==> src/rtl/branch_resolve_unit.sv <==
// Branch resolution for the EX stage: EX register, compare, redirect generation,
// a 16-entry 2-bit predictor and branch/mispredict event counters.
module branch_resolve_unit (
  input  logic        clk,
  input  logic        rst_n,
  input  logic        stall,
  input  logic        flush,
  input  logic        id_valid,
  input  logic [2:0]  id_cmp_ctrl,
  input  logic [31:0] id_pc,
  input  logic [31:0] id_rs1_data,
  input  logic [31:0] id_rs2_data,
  input  logic [31:0] id_target,
  input  logic        id_pred_taken,
  input  logic [31:0] if_pc,
  output logic        if_pred_taken,
  output logic        ex_redirect,
  output logic [31:0] ex_redirect_pc,
  output logic        ex_taken,
  output logic [31:0] perf_branches,
  output logic [31:0] perf_mispredicts
);

  localparam logic [2:0] CMP_NONE = 3'd0;
  localparam logic [2:0] CMP_EQ   = 3'd1;
  localparam logic [2:0] CMP_NE   = 3'd2;
  localparam logic [2:0] CMP_LT   = 3'd3;
  localparam logic [2:0] CMP_GE   = 3'd4;
  localparam logic [2:0] CMP_LTU  = 3'd5;
  localparam logic [2:0] CMP_GEU  = 3'd6;

  logic        ex_valid;
  logic [2:0]  ex_cmp_ctrl;
  logic [31:0] ex_pc;
  logic [31:0] ex_rs1;
  logic [31:0] ex_rs2;
  logic [31:0] ex_target;
  logic        ex_pred_taken;

  logic [1:0]  pred_tbl [16];
  logic        cmp_res;
  logic        ex_branch;
  logic        br_update;
  logic [3:0]  upd_idx;
  logic        unused_pc_bits;

  assign unused_pc_bits = ^{if_pc[31:6], if_pc[1:0], ex_pc[1:0]};

  always_comb begin
    cmp_res = 1'b0;
    case (ex_cmp_ctrl)
      CMP_EQ:  cmp_res = (ex_rs1 == ex_rs2);
      CMP_NE:  cmp_res = (ex_rs1 != ex_rs2);
      CMP_LT:  cmp_res = ($signed(ex_rs1) <  $signed(ex_rs2));
      CMP_GE:  cmp_res = ($signed(ex_rs1) >= $signed(ex_rs2));
      CMP_LTU: cmp_res = (ex_rs1 <  ex_rs2);
      CMP_GEU: cmp_res = (ex_rs1 >= ex_rs2);
      default: cmp_res = 1'b0;
    endcase
  end

  assign ex_branch      = ex_valid && (ex_cmp_ctrl != CMP_NONE);
  assign ex_taken       = ex_branch && cmp_res;
  assign ex_redirect    = ex_branch && !stall && (ex_taken != ex_pred_taken);
  assign ex_redirect_pc = ex_taken ? ex_target : ex_pc + 32'd4;
  assign br_update      = ex_branch && !stall;
  assign upd_idx        = ex_pc[5:2];

  // Lookup reads the registered table, so a same-cycle update is not bypassed.
  assign if_pred_taken  = pred_tbl[if_pc[5:2]][1];

  always_ff @(posedge clk) begin
    if (!rst_n) begin
      ex_valid         <= 1'b0;
      ex_cmp_ctrl      <= CMP_NONE;
      ex_pc            <= '0;
      ex_rs1           <= '0;
      ex_rs2           <= '0;
      ex_target        <= '0;
      ex_pred_taken    <= 1'b0;
      perf_branches    <= '0;
      perf_mispredicts <= '0;
      for (int i = 0; i < 16; i++) pred_tbl[i] <= 2'b01;
    end else begin
      // Flush only kills validity; the remaining fields keep their contents.
      if (flush) begin
        ex_valid <= 1'b0;
      end else if (!stall) begin
        ex_valid      <= id_valid;
        ex_cmp_ctrl   <= id_cmp_ctrl;
        ex_pc         <= id_pc;
        ex_rs1        <= id_rs1_data;
        ex_rs2        <= id_rs2_data;
        ex_target     <= id_target;
        ex_pred_taken <= id_pred_taken;
      end

      if (br_update) begin
        perf_branches <= perf_branches + 32'd1;
        if (ex_taken) begin
          if (pred_tbl[upd_idx] != 2'b11) pred_tbl[upd_idx] <= pred_tbl[upd_idx] + 2'b01;
        end else begin
          if (pred_tbl[upd_idx] != 2'b00) pred_tbl[upd_idx] <= pred_tbl[upd_idx] - 2'b01;
        end
      end

      if (ex_redirect) perf_mispredicts <= perf_mispredicts + 32'd1;
    end
  end

endmodule
==> config.mk <==
export PLATFORM = sky130hd
export DESIGN_NAME = branch_resolve_unit
export DESIGN_NICKNAME = d
export VERILOG_FILES = /design/src/rtl/branch_resolve_unit.sv
export SDC_FILE = /design/constraint.sdc
export NUM_CORES = 1
export LEC_CHECK = 0
export CAP_MARGIN = 20
export CORE_MARGIN = 2
export CORE_UTILIZATION = 47
export CTS_CLUSTER_DIAMETER = 50
export CTS_CLUSTER_SIZE = 25
export DETAILED_ROUTE_END_ITERATION = 8
export PLACE_DENSITY = 0.76
export SYNTH_ARGS = -nofsm -noshare
export SYNTH_HDL_FRONTEND = slang
export SYNTH_SLANG_ARGS = --single-unit
==> constraint.sdc <==
create_clock -name clk -period 4.9 [get_ports clk]
set_clock_uncertainty 0.1 [all_clocks]
set_input_delay 0.98 -clock clk [delete_from_list [all_inputs] [get_ports clk]]
set_output_delay 0.98 -clock clk [all_outputs]
set_load 0.005 [all_outputs]
# Yosys cells after proc, flatten, opt, wreduce, memory -nomap -nowiden
# Memories as Yosys holds them, arrays and structs flattened. A register that Yosys moved wholly into a read port is not among the register bits.
# Index checks and enable logic that the tools add are counted.
totals:
  memories: 1
  register_bits: 197
  output_inout_bits: 99
  wordCells: 62
  ramBits: 32
mem_list:
  columns: ["name", "words", "word_bits", "read_ports", "rd_clocked_by_memory_dff", "wr", "line", "source"]
  rows:
  - ["pred_tbl", 16, 2, 2, 1, 16, "40", "logic [1:0] pred_tbl [16];"]
op_classes:
  add_sub_neg: 5
  n_bitwise: 4
  reduce_logical: 10
  magnitude_cmp: 4
  n_eq_ne: 10
  n_mux: 19
op_table:
  columns: ["cell", "count"]
  rows:
  - ["$add A32 B1 Y32 const B", 2]
  - ["$ge A32 B32 Y1", 2]
  - ["$lt A32 B32 Y1", 2]
  - ["$add A32 B3 Y32 const B", 1]
  - ["$eq A32 B32 Y1", 1]
  - ["$mux W32", 1]
  - ["$ne A32 B32 Y1", 1]
  - ["$mux W1", 12]
  - ["$mux W4", 3]
  - ["$eq A3 B3 Y1 const B", 3]
  - ["$eq A3 B2 Y1 const B", 2]
  - ["$pmux W1 S6", 1]
  - ["$logic_and A1 B1 Y1", 4]
  - ["$mux W2", 2]
  - ["$reduce_or A2 Y1", 2]
  - ["$eq A3 B1 Y1 const B", 1]
  - ["$not A1 Y1", 3]
  - ["$reduce_bool A3 Y1", 1]
  - ["$add A2 B1 Y2 const B", 1]
  - ["$ne A2 B2 Y1 const B", 1]
  - ["$reduce_and A2 Y1", 1]
  - ["$reduce_bool A2 Y1", 1]
  - ["$sub A2 B1 Y2 const B", 1]
  - ["$logic_not A1 Y1", 1]
  - ["2 further kinds", 2]

# Depth between registers and ports, before layout
# Gate-level depths: netlist (run 1).
logic_depth:
  ltp_word: 10
  mapped_depth: 13
  depth_no_buf: 11

# Least setup slack after synthesis (run 1)
# No wires, ideal clock.
synth_path:
  kind: "register -> output"
  start: "register ex_rs2[26]"
  end: "output ex_redirect"
  arrival_time_ns: 3.029
  path_slack_ns: 0.791
  stages_incl_launch_ff: 13
  t_required_ns: 3.820
  path_cell_list: "dfxtp_1 -> inv_1 -> ha_1 -> nand4_2 -> nor4_4 -> nand3_2 -> mux2_1 -> o2111a_1 -> mux2i_4 -> mux2i_1 -> clkbuf_1 -> buf_2 -> inv_1"
synth_via:
  elab_chain_len: 5
synth_lines:
  columns: ["item", "line", "source"]
  rows:
  - ["from (decl)", "36", "logic [31:0] ex_rs2;"]
  - ["from (signal assigned)", "93", "ex_rs2 <= id_rs2_data;"]
  - ["$ge A32 B32 Y1, or another cell as far along", "57", "CMP_GEU: cmp_res = (ex_rs1 >= ex_rs2);"]
  - ["$pmux W1 S6 (*)", "51", "case (ex_cmp_ctrl)"]
  - ["$logic_and A1 B1 Y1 (*)", "63", "assign ex_taken = ex_branch && cmp_res;"]
  - ["$ne A1 B1 Y1 (*)", "64", "assign ex_redirect = ex_branch && !stall && (ex_taken != ex_pred_taken);"]
  - ["$logic_and A1 B1 Y1 (*)", "64", null]
  - ["to (decl)", "17", "output logic ex_redirect,"]
# Mark *: on every way between the ends. The rest lies on a longest branch, timed or not.

# Final worst setup path (run 1)
layout_path:
  start: "register ex_rs2[29]"
  end: "output ex_redirect_pc[1]"
layout_via:
  elab_chain_len: 4
layout_lines:
  columns: ["item", "line", "source"]
  rows:
  - ["$ge A32 B32 Y1, or another cell as far along", "57", null]
  - ["$pmux W1 S6 (*)", "51", null]
  - ["$logic_and A1 B1 Y1 (*)", "63", null]
  - ["$mux W32 (*)", "65", "assign ex_redirect_pc = ex_taken ? ex_target : ex_pc + 32'd4;"]
  - ["to (decl)", "18", "output logic [31:0] ex_redirect_pc,"]
# Marked as above.

==> out/qor.yml, run 1 <==
finish:
  final_nets: 1778
  drive_gt1_share_pct: 7.60
  fillers: 1986
  area.growth.synth_to_final_pct: 35.4
  final_util_pct: 64.3
  design_area_sq_um: 15000
global_route:
  grt_first_pass_wirelength_mm: 48.5
  antenna_found_initial: 1
  grt-ovfl-total: 0
  grtUsageTotal_pct: 24.1
  grt_pass1_vias: 9792
  grt_max_degree: 98
placed_design:
  gp_congestion: 0.796
  hpwlAfterDp_mm: 20.4
  placed_area_sq_um: 13700
  numPortBuffers: 239
routing:
  drtAntennaViolNets: 0
  drt-vias-per-instance: 5.29
  vias: 10100
  drc: 0
  dr.pass1.iters: 5
  routed_wl_mm: 30.3
  dr.first_iter.drc_count: 596
  wl_per_cell_microns: 15.8
power:
  leakagePower_nw: 5.68
  vdd_drop_max_v: 0.000225
  powerDensity_nw_per_um2: 303
timing:
  setup_viol: 3
  period_share_pct: 100
  slew_headroom_pct: 46.9
  rsz0062_at_grt: "yes"
  tightest_slew_ns: 0.794
  timing.fmax_ghz: 0.203
  worst_slack_ns: -0.0215
  period_needed_ns: 4.92
  drv_slew: 0
  hold_viol: 0
clock_tree:
  cts_inserted_buffers: 28
  cts-root-buf: "clkbuf_16"
  cts.sinks: 233
  htree_num_levels: 1
  clk_pin_slew_ns: 0.06
  cts_max_path_buffers: 3
  cts_tree: "yes"
  hold_buffers: 0
  clock_latency_ns: 0.54
yosys:
  yosysSeqAreaShare_pct: 45.0
  ys_types: 52
  synth.cell_area_sq_um: 11100
  synth-xor-area-share_pct: 4.82
  synth-edff-count: 32
  synth_mux_area_share_pct: 4.20
  synthCells: 1349
  synth_top_family_by_area: "simple AND/OR/NAND/NOR gates"
  ys_top_cells_by_area: "dfxtp_1 (36%), nand2_1 (11%), a21oi_1 (9.2%), edfxtp_1 (8.7%), ha_1 (4.3%)"
  syn_area_per_cell_sq_um: 8.21
  syn_nets: 1556
  synth_area_leader_cell: "dfxtp_1"
  yosys.area.top_type_share_pct: 36.3
  synthFlopType: "dfxtp_1"
  async_flop_share_pct: 0
  post_synth_and_or_nand_nor_area_fraction_pct: 23.5
  synth_compound_area_share_pct: 13.7
  ys_ff_latch: 233
  synthAdderAreaFrac_pct: 4.29
  yosysWarningCount: 0
critical_path:
  max_stage_delay_ns: 0.44
  start_kind: "register"
  crit_path_max_fanout: 5
  end_kind: "output port"
  critPathSlowestCell: "clkdlybuf4s50_1"
  required_ns: 3.82
  crit_type: "register to output port"
  crit_chain: "inv_1 > ha_1 > nand4_1 > nor4_4 > nand3_2 > mux2_4 > o2111a_1 > mux2i_4 > buf_4 > buf_16 > mux2_2 > clkdlybuf4s50_1"
  critPathArrivalTime_ns: 3.84
floorplanning:
  coreArea_sq_um: 23300
  dieArea_sq_um: 24800
  die_y_microns: 158
  fp-row-count: 56
  start_util_pct: 47.5
  die_w_microns: 158
  pin_count: 268
flow_run:
  drv_cap: 0
status:
  violations: "setup timing"
  status: "finished, violations left"
min_path:
  hp-class: "register to register"
-- worst max-delay path: cells and delay by family, from the launching register on --
kind | cells | cell delay, ns
mux | 3 | 0.89
buf+inv | 4 | 0.79
flops | 1 | 0.34
fa+ha+maj | 1 | 0.28
simple gates | 3 | 0.73
compound gates | 1 | 0.26
-- layout make-up --
cell class	count	area, sq um	area share, %
diodes	1	2.50	0.0167
clock buffers	31	754	5.03
clock inverters	21	175	1.17
inverters	52	200	1.33
multi-input cells	985	5690	37.9
flip-flops and latches	233	4980	33.2
well taps	319	399	2.66
repair buffers	271	2800	18.6
-- cell usage in the layout, fill, tap and decap left out, types with 4 or more instances in the layout --
master             n
or3_1             16
nor3_1            11
nand3_1           48
ha_1              34
dlymetal6s2s_1    20
inv_1             51
nor2_1            94
dlygate4sd2_1      7
nand4_1           24
a21oi_1          201
nand2_1          328
and3_1            21
clkdlybuf4s50_1  212
xnor2_1           18
edfxtp_1          32
dfxtp_1          201
clkbuf_16         30
o31ai_1           32
xor2_1            43
or4_1             17
o21ai_0           17
inv_6             11
buf_4             23
nor2b_1            8
and2_1             5
clkinv_4           4
mux4_2            15
mux2i_1            5
ha_4               4
-- layer usage --
| layer | global-route usage, % | part of all wire [%] | up-vias |
|---|---|---|---|
| met5 | 0 | 0 | - |
| met4 | 6.75 | 2.5 | 0 |
| met3 | 5.73 | 6.7 | 52 |
| met2 | 40.4 | 47 | 259 |
| met1 | 31.2 | 43 | 4730 |
| li1 | - | - | 5085 |
-- power breakdown --
group          internal (mW)  switching (mW)  total [mW]  leakage [nW]
registers               1.99          0.0429        2.03          1.91
logic                  0.239           0.220       0.459          3.32
clock network           1.15           0.903        2.05         0.457
-- state kept, by name, indices dropped and copies added (netlist names), named ones only --
name and flops:
ex_valid 1, ex_rs1 32, pred_tbl 32, perf_branches 32
ex_rs2 32, perf_mispredicts 32, ex_target 32, ex_cmp_ctrl 3
ex_pred_taken 1, ex_pc 32
-- final timing paths --
| check | start | to | slack, ns | depth (start not counted) |
|---|---|---|---|---|
| max | ex_rs2[29] | ex_redirect_pc[1] | -0.02 | 12 |
| min | ex_target[18] | ex_target[18] | 0.35 | 2 |
| max reg2reg | ex_rs2[29] | pred_tbl[5][1] | 0.92 | 12 |
| min reg2reg | ex_target[18] | ex_target[18] | 0.35 | 2 |
-- kinds of logic (layout without fill, tap and decap cells) --
family,count (synthesis),in the layout
other,0,1
xor gates and xnor gates,61,61
and+or+nand+nor,588,588
muxes,26,26
buffers and inverters,131,375
DFF,233,233
adders and majority gates,38,38
AOI/OAI and AO/OA,272,272
-- through the flow --
step                hold WS [ns]  TNS (ns)  setup slack, ns  power, mW  std cells
floorplan                  0.333         0            0.791       2.30       1349
global placement           0.340         0            0.425       2.51       1845
detailed placement         0.347         0            0.381       2.52       1846
CTS                        0.355   -0.0694          -0.0392       4.58       1909
global route               0.372    -0.822           -0.162       4.72       1913
finish                     0.355   -0.0586          -0.0215       4.55       1913
-- repair_timing --
item	4_1_cts	5_1_grt
endpoints found under the setup margin	33	27
cloned	4	0
hold endpoints to repair	0	0
gates resized for setup	22	21
pin swaps	5	3
buffers inserted	7	3
-- cell usage after synthesis, drive strengths merged, types with 3 or more instances --
cell type / count
nor2: 95
a21oi: 203
and3: 21
edfxtp: 32
nand3: 49
xor2: 43
mux4: 15
or3: 16
mux2: 4
nand2b: 3
o21ai: 18
o31ai: 32
dfxtp: 201
nand4: 25
nand2: 328
and2: 5
mux2i: 7
or4: 17
nor4: 4
inv: 52
nor2b: 8
clkbuf: 60
buf: 19
nor3: 11
ha: 38
xnor2: 18
No activity file was read; power rests on OpenSTA's default activity.
==> inputs of run 2 (changes only) <==
- CORE_MARGIN: 2 -> unset
==> run 2 against run 1 <==
Effect of this change:
- the run now ends clean
- sequential power hardly changed
- critical path depth is 2 higher
- non-clock buffer count is 6 lower
- clock power is 11% higher
- routed wire length is 1.8% lower
- register-to-register slack better by 0.13 ns
- fmax is 3.7% higher
- hold slack worse by 0.0020 ns
- highest routed layer is now met5
==> out/qor.yml, run 2 (synthesized netlist as in run 1, its figures left out) <==
timing:
  hold_ws_ns: 0.353  # was 0.355 ns
  hold_viol: 0  # unchanged
  setup_tns_ns: 0  # was -0.0586 ns
  period_needed_ns: 4.74  # was 4.92 ns
  drv_slew: 0  # unchanged
  slew_headroom_pct: 38.6  # was 46.9%
  tightest_slew_ns: 0.918  # was 0.794 ns
  timing.fmax_ghz: 0.211  # was 0.203 GHz
  setup_viol: 0  # was 3
  period_share_pct: 96.8  # was 100%
placed_design:
  gp_congestion: 0.844  # was 0.796
  numPortBuffers: 239  # unchanged
  hpwlAfterDp_mm: 19.5  # was 20.4 mm
routing:
  vias: 10200  # was 10100
  dr.first_iter.drc_count: 617  # was 596
  dr.pass1.iters: 5  # unchanged
  drtAntennaViolNets: 0  # unchanged
  wl_per_cell_microns: 15.6  # was 15.8 microns
  drc: 0  # unchanged
  routed_wl_mm: 29.7  # was 30.3 mm
  drt-vias-per-instance: 5.34  # was 5.29
power:
  p_sw_share_pct: 25.7  # was 25.6%
  total_power_mw: 4.75  # was 4.55 mW
  power.share.clock_pct: 47.7  # was 45.2%
  comb_power_share_pct: 9.6  # was 10.1%
  leakagePower_nw: 5.61  # was 5.68 nW
  vdd_drop_max_v: 0.000270  # was 0.000225 V
  power_switching_mw: 1.22  # was 1.17 mW
  power_frac_seq_pct: 42.8  # was 44.7%
  powerDensity_nw_per_um2: 317  # was 303 nW/um^2
  internal_power_mw: 3.53  # was 3.38 mW
min_path:
  hp-class: "register to register"  # unchanged
critical_path:
  crit_path_max_fanout: 14  # was 5
  start_kind: "register"  # unchanged
  crit_type: "register to output port"  # unchanged
  required_ns: 3.82  # about the same
  critPathArrivalTime_ns: 3.66  # was 3.84 ns
  end_kind: "output port"  # unchanged
floorplanning:
  coreArea_sq_um: 22800  # was 23300 sq um
  fp-row-count: 55  # was 56
  die_y_microns: 156  # was 158 microns
  dieArea_sq_um: 24200  # was 24800 sq um
  start_util_pct: 48.5  # was 47.5%
  pin_count: 268  # unchanged
  die_w_microns: 156  # was 158 microns
finish:
  diodes: 0  # was 1
  layout_common_cells: "nand2_1 (328), clkdlybuf4s50_1 (221), a21oi_1 (201), dfxtp_1 (201), nor2_1 (94)"  # was nand2_1 (328), clkdlybuf4s50_1 (212), a21oi_1 (201), dfxtp_1 (201), nor2_1 (94)
  final_nets: 1773  # was 1778
  fillers: 1948  # was 1986
  layout_commonest_cell: "nand2_1"  # unchanged
  final_util_pct: 65.7  # was 64.3%
  area.growth.synth_to_final_pct: 35.5  # was 35.4%
  drive_gt1_share_pct: 7.30  # was 7.60%
clock_tree:
  clock_latency_ns: 0.55  # was 0.54 ns
  cts.sinks: 233  # unchanged
  hold_buffers: 0  # unchanged
  cts-root-buf: "clkbuf_16"  # unchanged
  clk_pin_slew_ns: 0.06  # about the same
  cts_inserted_buffers: 29  # was 28
  cts_tree: "yes"  # unchanged
  htree_num_levels: 1  # unchanged
  cts_max_path_buffers: 3  # unchanged
global_route:
  grt_first_pass_wirelength_mm: 47.1  # was 48.5 mm
  grtUsageTotal_pct: 23.9  # was 24.1%
  grt_pass1_vias: 9680  # was 9792
  antenna_found_initial: 2  # was 1
  grt_max_degree: 133  # was 98
  grt-ovfl-total: 0  # unchanged
flow_run:
  drv_cap: 0  # unchanged
status:
  status: "finished clean"  # was finished, violations left
[run 2: what timing repair did]
item	4_1_cts	5_1_grt
setup buffers	4	6
setup endpoints to repair	25	34
pin swaps	3	7
resized for setup	4	31
gates cloned	1	1
[run 2: worst paths after layout]
kind                     start                 to  slack (ns)  depth (start not counted)
setup / recovery    ex_rs2[22]  ex_redirect_pc[7]        0.16                         14
setup reg to reg    ex_rs2[22]    pred_tbl[10][0]        1.05                         15
hold reg to reg   ex_target[6]       ex_target[6]        0.35                          2
hold / removal    ex_target[6]       ex_target[6]        0.35                          2
[run 2: area by class of cell]
type / instances / area (sq um) / share of cell area, %
multi-input combinational: 985 / 5680 / 37.8
sequential: 233 / 4980 / 33.2
timing repair buffer: 265 / 2710 / 18.0
clock buffer: 29 / 726 / 4.83
tap: 313 / 392 / 2.61
clock inverter: 25 / 325 / 2.17
inverter: 52 / 200 / 1.33
[run 2: layer usage]
layer	GRT usage [%]	share of wire [%]	vias up
met4	6.44	2.2	2
met1	30.3	42	4737
met3	6.60	7.7	47
li1	-	-	5067
met5	0	0.044	-
met2	39.9	48	307
[run 2: metrics by stage]
| stage | instances | setup WS (ns) | instance area [sq um] |
|---|---|---|---|
| after floorplan | 1349 | 0.791 | 11100 |
| after global placement | 1837 | 0.474 | 13700 |
| after detailed placement | 1837 | 0.478 | 13700 |
| after CTS | 1896 | 0.0251 | 14900 |
| after global routing | 1902 | -0.0164 | 15000 |
| final | 1902 | 0.156 | 15000 |
[run 2: worst max-delay path, cell delays in order, from the launching register on]
cell             delay [ns]
dfxtp_1                0.33
inv_1                  0.05
ha_1                   0.28
nand4_1                0.19
nor4_4                 0.34
nand3_2                0.13
buf_4                  0.16
mux2i_1                0.11
o31a_1                 0.31
mux2i_4                0.16
buf_6                  0.16
buf_12                 0.15
nor2_1                 0.05
a21oi_1                0.18
clkdlybuf4s50_1        0.54
[run 2: power by group through the flow]
stage | clock network [mW] | registers [mW] | logic, mW
6_report | 2.27 | 2.03 | 0.455
3_5_place_dp | 0 | 2.08 | 0.443
5_1_grt | 2.38 | 2.04 | 0.501
2_1_floorplan | 0 | 2.06 | 0.240
3_3_place_gp | 0 | 2.07 | 0.438
4_1_cts | 2.30 | 2.03 | 0.453
==> inputs of run 3 (changes only) <==
- CORE_ASPECT_RATIO: unset -> 0.5
==> run 3 against run 2 <==
Effect of this change:
- routed wire length rose by 3.8%
- sequential power barely moved
- combinational power rose by 3%
- worst setup slack got worse by 0.049 ns
- critical path type unchanged
- core utilization fell by 2.2 points
- hold slack improved by 0.0074 ns
- via count rose by 0.97%
- largest cell class unchanged
- global-route usage rose by 0.91 points
- non-clock buffer count rose by 7
- cell count fell by 1.5%
- die area rose by 0.16%
==> out/qor.yml, run 3 (synthesized netlist as in run 1, its figures left out) <==
timing:
  period_share_pct: 97.8  # was 96.8%
  drv_slew: 0  # unchanged
  hold_ws_ns: 0.360  # was 0.353 ns
  timing.fmax_ghz: 0.209  # was 0.211 GHz
  slew_headroom_pct: 37.7  # was 38.6%
  tightest_slew_ns: 0.935  # was 0.918 ns
  setup_viol: 0  # unchanged
  period_needed_ns: 4.79  # was 4.74 ns
  hold_viol: 0  # unchanged
  rsz0062_at_grt: "yes"
  worst_slack_ns: 0.107  # was 0.156 ns
clock_tree:
  clk_pin_slew_ns: 0.09  # was 0.06 ns
  cts_tree: "yes"  # unchanged
  clock_latency_ns: 0.50  # was 0.55 ns
  cts_max_path_buffers: 3  # unchanged
  cts.sinks: 233  # unchanged
  hold_buffers: 0  # unchanged
  cts_inserted_buffers: 15  # was 29
  htree_num_levels: 1  # unchanged
  cts-root-buf: "clkbuf_16"  # unchanged
global_route:
  grt_pass1_vias: 9944  # was 9680
  antenna_found_initial: 0  # was 2
  grt-ovfl-total: 0  # unchanged
  grt_max_degree: 194  # was 133
  grt_first_pass_wirelength_mm: 48.5  # was 47.1 mm
  grtUsageTotal_pct: 24.8  # was 23.9%
floorplanning:
  fp-row-count: 39  # was 55
  start_util_pct: 48.2  # was 48.5%
  dieArea_sq_um: 24200  # about the same
  die_y_microns: 111  # was 156 microns
  die_w_microns: 219  # was 156 microns
  pin_count: 268  # unchanged
  coreArea_sq_um: 23000  # was 22800 sq um
routing:
  top_layer_used: "met4"  # was met5
  drtAntennaViolNets: 0  # unchanged
  drt-vias-per-instance: 5.47  # was 5.34
  wl_met1_mm: 12.9  # was 12.6 mm
  dr.pass1.iters: 5  # unchanged
  dr_wl_met2_mm: 14.8  # was 14.2 mm
  dr_wl_met3_mm: 2.35  # was 2.28 mm
  vias: 10300  # was 10200
  wl_per_cell_microns: 16.5  # was 15.6 microns
  routed_wl_mm: 30.9  # was 29.7 mm
  drc: 0  # unchanged
  dr.first_iter.drc_count: 863  # was 617
status:
  status: "finished clean"  # unchanged
finish:
  diodes: 0  # unchanged
  final_util_pct: 63.5  # was 65.7%
  final_nets: 1766  # was 1773
  layout_common_cells: "nand2_1 (328), clkdlybuf4s50_1 (214), dfxtp_1 (200)"  # was nand2_1 (328), clkdlybuf4s50_1 (221), a21oi_1 (201), dfxtp_1 (201), nor2_1 (94)
  drive_gt1_share_pct: 6.45  # was 7.30%
  layout_commonest_cell: "nand2_1"  # unchanged
  area.growth.synth_to_final_pct: 31.8  # was 35.5%
critical_path:
  endpoint: "ex_redirect_pc[3]"  # was ex_redirect_pc[7]
  crit_path_max_fanout: 7  # was 14
  r2r-end: "pred_tbl[5][0]"  # was pred_tbl[10][0]
  required_ns: 3.82  # about the same
  end_kind: "output port"  # unchanged
  rr_worst_depth: 16  # was 15
  r2r-start: "ex_rs2[21]"  # was ex_rs2[22]
  crit_type: "register to output port"  # unchanged
  start_kind: "register"  # unchanged
  critPathArrivalTime_ns: 3.71  # was 3.66 ns
  cp-startpoint: "ex_rs2[21]"  # was ex_rs2[22]
  rrSetupSlack_ns: 0.84  # was 1.05 ns
min_path:
  hp-class: "register to register"  # unchanged
power:
  total_power_mw: 3.81  # was 4.75 mW
  leakagePower_nw: 5.49  # was 5.61 nW
  vdd_drop_max_v: 0.000209  # was 0.000270 V
  powerDensity_nw_per_um2: 261  # was 317 nW/um^2
flow_run:
  drv_cap: 0  # unchanged
placed_design:
  numPortBuffers: 239  # unchanged
  pre_cts_ws_ns: 0.217  # was 0.478 ns
  hpwlAfterDp_mm: 21.0  # was 19.5 mm
  gp_congestion: 0.862  # was 0.844
==> run 3: area by class of cell <==
class,instances,area (sq um)
fill,1965,8390
multi-input combinational,985,5740
sequential,233,4990
timing repair buffer,272,2820
tap,307,384
clock buffer,16,379
inverter,52,200
clock inverter,9,87.6
==> run 3: per-layer routing <==
metal  vias to the layer above  global-route usage [%]
li1                       5030                       -
met1                      4828                    30.5
met2                       339                    42.1
met3                        62                    6.28
met4                         0                    8.33
met5                         -                       0
==> run 3: timing repair <==
action | in CTS | in global routing
resized for setup | 9 | 43
buffers inserted | 4 | 6
setup endpoints to repair | 33 | 34
pin swaps | 4 | 8
gates cloned | 3 | 0
endpoints found under the hold margin | 0 | 0
==> run 3: power by group <==
part / internal [mW] / switching (mW) / total [mW] / leakage [nW]
sequential: 1.99 / 0.0428 / 2.03 / 1.91
combinational: 0.243 / 0.225 / 0.468 / 3.35
clock: 0.631 / 0.683 / 1.31 / 0.233
total: 2.86 / 0.950 / 3.81 / 5.49
==> run 3: worst min-delay path by stage <==
stage	start	endpoint	slack, ns	cells past startpoint
2_1_floorplan	ex_pc[0]	ex_pc[0]	0.33	2
3_3_place_gp	ex_target[1]	ex_target[1]	0.34	2
3_5_place_dp	ex_rs2[19]	ex_rs2[19]	0.35	2
4_1_cts	ex_rs2[19]	ex_rs2[19]	0.36	2
5_1_grt	ex_rs1[19]	ex_rs1[19]	0.38	2
6_report	ex_rs2[15]	ex_rs2[15]	0.36	2
==> run 3: metrics by stage <==
stage	std cells	TNS [ns]	cell area, sq um
2_1_floorplan	1349	0	11100
3_3_place_gp	1835	0	13800
3_5_place_dp	1836	0	13800
4_1_cts	1868	-0.0279	14400
5_1_grt	1874	-0.129	14600
6_report	1874	0	14600
==> run 3: critical path, cell delays in order, from the launching register on <==
cell	delay, ns
dfxtp_1	0.34
inv_1	0.05
ha_1	0.29
nand4_1	0.24
nor4_4	0.26
nand3_2	0.15
buf_4	0.17
mux2i_1	0.12
o31a_1	0.33
mux2i_4	0.17
buf_4	0.16
buf_12	0.14
mux2_2	0.33
clkdlybuf4s50_1	0.47
